--- config.mk ---
export PLATFORM = sky130hd
export DESIGN_NAME = hwpe_kernel_adapter_mc
export DESIGN_NICKNAME = d
export VERILOG_FILES = /design/src/rtl/hwpe_kernel_adapter_mc.sv
export SDC_FILE = /design/constraint.sdc
export NUM_CORES = 1
export LEC_CHECK = 0
export ABC_CLOCK_PERIOD_IN_PS = 4100
export BUFFER_PORTS_ARGS = -buffer_cell sky130_fd_sc_hd__buf_2
export CAP_MARGIN = 20
export CORE_ASPECT_RATIO = 0.9
export CORE_MARGIN = 2
export CORE_UTILIZATION = 45
export DETAILED_ROUTE_END_ITERATION = 7
export PLACE_DENSITY = 0.8
export SLEW_MARGIN = 20
export SYNTH_ARGS = -nofsm -noshare
export SYNTH_HDL_FRONTEND = slang
export SYNTH_SLANG_ARGS = --single-unit
--- constraint.sdc ---
create_clock -name clk_i -period 4.1 [get_ports clk_i]
set_input_delay 0.82 -clock clk_i [delete_from_list [all_inputs] [get_ports clk_i]]
set_output_delay 0.82 -clock clk_i [all_outputs]
set_load 0.02 [all_outputs]
--- src/rtl/hwpe_kernel_adapter_mc.sv ---
// hwpe_kernel_adapter_mc: gates and counts N_IN/N_OUT stream handshakes against per-job limits.
module hwpe_kernel_adapter_mc #(
    parameter int N_IN   = 2,
    parameter int N_OUT  = 1,
    parameter int DATA_W = 32,
    parameter int CNT_W  = 16
) (
    input  logic                    clk_i,
    input  logic                    rst_i,
    input  logic                    clear_i,
    input  logic                    start_i,
    input  logic [N_IN*CNT_W-1:0]   in_max_i,
    input  logic [N_OUT*CNT_W-1:0]  out_max_i,
    input  logic [N_IN-1:0]         in_valid_i,
    output logic [N_IN-1:0]         in_ready_o,
    input  logic [N_IN*DATA_W-1:0]  in_data_i,
    output logic [N_IN-1:0]         k_in_valid_o,
    input  logic [N_IN-1:0]         k_in_ready_i,
    output logic [N_IN*DATA_W-1:0]  k_in_data_o,
    input  logic [N_OUT-1:0]        k_out_valid_i,
    output logic [N_OUT-1:0]        k_out_ready_o,
    input  logic [N_OUT*DATA_W-1:0] k_out_data_i,
    output logic [N_OUT-1:0]        out_valid_o,
    input  logic [N_OUT-1:0]        out_ready_i,
    output logic [N_OUT*DATA_W-1:0] out_data_o,
    output logic                    ready_o,
    output logic                    done_o,
    output logic                    idle_o,
    output logic [N_IN*CNT_W-1:0]   in_cnt_o,
    output logic [N_OUT*CNT_W-1:0]  out_cnt_o
);
    typedef enum logic [1:0] {IDLE, RUN, DONE} state_e;
    state_e state_q, state_d;
    logic [N_IN-1:0][CNT_W-1:0]  in_lim_q, in_cnt_q;
    logic [N_OUT-1:0][CNT_W-1:0] out_lim_q, out_cnt_q;
    logic [N_IN-1:0]             in_open, in_full;
    logic [N_OUT-1:0]            out_open, out_full;
    logic                        run;

    assign run = state_q == RUN;

    for (genvar i = 0; i < N_IN; i++) begin : g_in
        assign in_full[i] = in_cnt_q[i] == in_lim_q[i];
        assign in_open[i] = run && in_cnt_q[i] < in_lim_q[i];
    end
    for (genvar i = 0; i < N_OUT; i++) begin : g_out
        assign out_full[i] = out_cnt_q[i] == out_lim_q[i];
        assign out_open[i] = run && out_cnt_q[i] < out_lim_q[i];
    end

    assign k_in_valid_o  = in_valid_i & in_open;
    assign in_ready_o    = k_in_ready_i & in_open;
    assign k_in_data_o   = in_data_i;
    assign out_valid_o   = k_out_valid_i & out_open;
    assign k_out_ready_o = out_ready_i & out_open;
    assign out_data_o    = k_out_data_i;

    assign ready_o   = run && &in_full;
    assign done_o    = state_q == DONE;
    assign idle_o    = state_q == IDLE;
    assign in_cnt_o  = in_cnt_q;
    assign out_cnt_o = out_cnt_q;

    // completion is judged on registered counters, so DONE lands two cycles after the last beat
    always_comb begin
        state_d = state_q;
        state_d = (state_q == IDLE && start_i) ? RUN :
                  (run && &out_full)           ? DONE :
                  (state_q == DONE)            ? IDLE : state_q;
    end

    always_ff @(posedge clk_i) begin
        if (rst_i || clear_i) begin
            state_q   <= IDLE;
            in_lim_q  <= '0;
            out_lim_q <= '0;
            in_cnt_q  <= '0;
            out_cnt_q <= '0;
        end else begin
            state_q <= state_d;
            if (state_q == IDLE && start_i) begin
                in_lim_q  <= in_max_i;
                out_lim_q <= out_max_i;
                in_cnt_q  <= '0;
                out_cnt_q <= '0;
            end else begin
                for (int c = 0; c < N_IN; c++)
                    if (k_in_valid_o[c] && in_ready_o[c]) in_cnt_q[c] <= in_cnt_q[c] + CNT_W'(1);
                for (int c = 0; c < N_OUT; c++)
                    if (out_valid_o[c] && k_out_ready_o[c]) out_cnt_q[c] <= out_cnt_q[c] + CNT_W'(1);
            end
        end
    end
endmodule

==> Implementation_results.wiki <==
{| class="wikitable"
! Metric !! Value
|-
| Die boundary width || ~120 um
|-
| Die footprint || ~14000 um^2
|-
| Endpoints failing setup || 0
|-
| Average cell area after synthesis || between 7 and 8 um^2
|-
| Vias per std cell || ~5.6
|-
| Flop2flop setup slack || between 1 and 1.5 ns
|-
| CP Launch Type || flop
|-
| Most frequent cell after synthesis || dfxtp_1
|-
| DRC violations left || 0
|-
| Arrival @ worst endpoint || 2.58 ns
|-
| Placed instance area || 5876 um^2
|-
| Sequential Area || slightly below 2000 um^2
|-
| Setup WS post-layout || 0.7025 ns
|-
| Internal power summed over all cells || about 1.5 mW
|-
| Outcome || complete, no violations
|-
| TritonCTS clock tree || done
|-
| Post-CTS Repair Setup Buffers || 0
|-
| Cell types occupying the most area after synthesis || dfxtp_1, buf_4, ha_1
|-
| Hold Vio Cnt, Final || 0
|-
| Number of enable flip-flop cells after synthesis || 0
|-
| Final Routed Wirelength || about 14 mm
|-
| Worst vdd rail ir drop || ~170 uV
|-
| Root cell of the clock tree || clkbuf_16
|-
| Vias in the first global route || roughly 4700
|-
| CTS Buffer Depth || 2
|-
| Combinational Power Share || 0.082
|-
| Path type of the worst min-delay path || flop to flop
|-
| Pins Over Slew Limit || 0
|-
| Final Wtd Congestion || 0.8367
|-
| Clock-pin transition on the worst setup and hold timing paths || about 0.06 ns
|-
| Wire length per cell after detailed routing || about 15 um
|-
| Share of power burned in the clock network || 0.425
|-
| Count of nets left with antenna violations after detail routing || 0
|-
| Fraction of the yosys area taken by sequential cells || 0.3333
|-
| Unrepaired setup endpoints after global routing || no
|-
| Final hold slack || about 0.48 ns
|-
| Aggregate global-route resource usage || 0.1947
|-
| Area Growth Syn to Fin || 4.740%
|-
| Final Skew || approximately 0.012 ns
|-
| Input/output buffers || roughly 110
|-
| Max cap viols || 0
|-
| Multi-input combinational cell area || 2868 um^2
|-
| Initial antenna violation count || 1
|-
| Synth top area share || 0.3333
|-
| Buffering stage count on the worst path with inverters included || 2
|-
| Ratio of cells with drive above 1 in the final layout || 0.1780
|-
| Max Fanout on Critical Path || 22
|-
| Transition time at the pin with the least slew margin || about 0.94 ns
|-
| Hpwl dp || 10.05 mm
|-
| Overall overflow remaining after global route || 0
|-
| Unique masters post-synth || 44
|-
| Vias post-DR || 5117
|-
| Syn Std Cell Area || approximately 5900 um^2
|-
| Sequential share of power || 0.493
|-
| Largest net degree at the start of global routing || 55
|-
| DR iter-0 viols || around 330
|-
| Initial Utilization || 0.4622
|-
| First-pass GRT wire length || 22.49 mm
|-
| TritonCTS Sinks || 98
|-
| Number of warnings reported in the yosys synthesis log || 0
|-
| Latest clock arrival within the worst-skew pair || between 0.3 and 0.4 ns
|-
| Number of gates resized after cts || 0
|-
| Worst stage delay on the critical path || ~0.5 ns
|-
| Area leader, netlist || dfxtp_1
|-
| I/O pin count || a little over 300
|-
| Inserted Clock Buffers || 9
|-
| Most frequent cells after synthesis || dfxtp_1, buf_4, nand2_1
|-
| Chain of cells forming the critical path || ha_1, nand4_1, nor4_1, o21ai_0, nand3_1, buf_4, nor2_1, buf_2
|-
| Critical Setup Path Class || flop to output port
|-
| CORE AREA || around 13000 um^2
|-
| Filler cell count || between 1000 and 1500
|-
| Critical path data required time || approximately 3.3 ns
|-
| Max H-tree Level || 3
|-
| Cell Pwr Density || between 300 and 400 nW/um^2
|-
| CTS Hold Buffers Added || 0
|-
| Net count reported at finish || 954
|-
| Fin crit period || 3.398 ns
|-
| Final critical-path share of the clock period || 0.8287
|-
| Source of the worst hold timing path || in_lim_q[11]
|-
| Max-slew headroom at the worst pin || 0.3723
|-
| Total negative slack || 0 ns
|-
| Proportion of total power due to net switching || 0.2338
|-
| Synthesized instance count || roughly 740
|-
| FMAX || between 200 and 300 MHz
|-
| Max stage delay cell, worst path || nor4_1
|-
| Worst setup path startpoint || in_cnt_o[14]
|-
| Share of async-settable or async-resettable flops after synthesis || 0
|-
| DIE HEIGHT || approximately 110 um
|-
| Register bit total from synthesis || between 90 and 100
|-
| Standard-cell row count || 39
|-
| Number of nets produced by synthesis || 946
|-
| R2R Path Start || in_cnt_o[23]
|-
| Switching power total || about 0.46 mW
|-
| Ys flop type || dfxtp_1
|-
| DR pass1 iterations || 5
|-
| Final standard cell area without fillers || 6166 um^2
|-
| Dominant delay contributor by cell family on the critical path || simple AND/OR/NAND/NOR gates
|-
| Kind of end point of the critical path || output port
|-
| Worst setup timing slack at the placement stage || between 1 and 1.5 ns
|-
| Leakage dissipation || around 2.5 nW
|}
## metrics by stage
step	power, mW	util	instances
CTS	2.002	0.4839	917
floorplan	1.232	-	741
global placement	1.154	0.4613	902
global route	2.059	0.4839	917
finish	1.976	0.4841	918
detailed placement	1.158	0.4613	902
## flip-flops by register name, summed over array words and instances, names as in the netlist
register / flops
in_lim_q: 32
state_q: 2
out_cnt_o: 16
out_lim_q: 16
in_cnt_o: 32
## path summary, 6_finish.rpt
kind                                       to  cells after the start
worst max-delay path            in_ready_o[0]                      8
worst min register to register   in_lim_q[11]                      2
worst max register to register   in_cnt_o[26]                      8
worst min-delay path             in_lim_q[11]                      2
## worst reg2reg max path, stage by stage, from the launching register on
cell	delay, ns
dfxtp_1	0.48
ha_1	0.30
a21oi_1	0.14
o21ai_0	0.12
a221oi_2	0.21
or4b_1	0.56
buf_4	0.27
or4_1	0.54
a21oi_1	0.15
## power by group through the flow
stage | clock (mW) | combinational, mW | sequential, mW
2_1_floorplan | 0 | 0.237 | 0.994
3_3_place_gp | 0 | 0.159 | 0.995
3_5_place_dp | 0 | 0.162 | 0.995
4_1_cts | 0.865 | 0.163 | 0.974
5_1_grt | 0.900 | 0.184 | 0.975
6_report | 0.841 | 0.162 | 0.974
## cell families after synthesis
| group | count (synthesis) | share of synthesized area |
|---|---|---|
| compound gates | 171 | 0.1688 |
| xor+xnor | 1 | 0.001488 |
| fa+ha+maj | 51 | 0.1084 |
| buf+inv | 185 | 0.1809 |
| flops | 98 | 0.3333 |
| mux | 3 | 0.005101 |
| simple gates | 232 | 0.2021 |
## area by class of cell
class | count | share of cell area
Clock inverter | 2 | 0.006088
Multi-Input combinational cell | 458 | 0.4651
Antenna cell | 1 | 0.0004058
Inverter | 64 | 0.03896
Sequential cell | 98 | 0.3182
Timing Repair Buffer | 118 | 0.09740
Clock buffer | 13 | 0.04058
Tap cell | 164 | 0.03328
## metal layers
metal / vias up / part of all wire / GRT usage / routed length [um]
li1: 2517 / - / - / -
met1: 2360 / 0.46 / 0.2570 / 6342
met2: 222 / 0.43 / 0.2889 / 5933
met3: 18 / 0.098 / 0.07626 / 1356
met4: 0 / 0.016 / 0.06816 / 218
met5: - / 0 / 0.01384 / 0
## layout by cell type, fill, tap and decap left out, drive strengths merged, types with 2 or more instances in the layout
| cell type | instances |
|---|---|
| o31ai | 25 |
| nand2 | 96 |
| mux2i | 3 |
| o41ai | 2 |
| buf | 118 |
| o211ai | 5 |
| a21oi | 57 |
| dfxtp | 98 |
| nor2 | 18 |
| clkbuf | 13 |
| o21ai | 67 |
| and4 | 5 |
| a22o | 3 |
| nand2b | 5 |
| ha | 51 |
| a21boi | 2 |
| nor2b | 2 |
| nand4b | 2 |
| or3 | 11 |
| and3 | 8 |
| inv | 64 |
| and2 | 6 |
| a211oi | 3 |
| nor4 | 5 |
| nor3 | 3 |
| or4 | 28 |
| nand4 | 16 |
| nand3 | 24 |
Power figures use the tool's default switching activity.
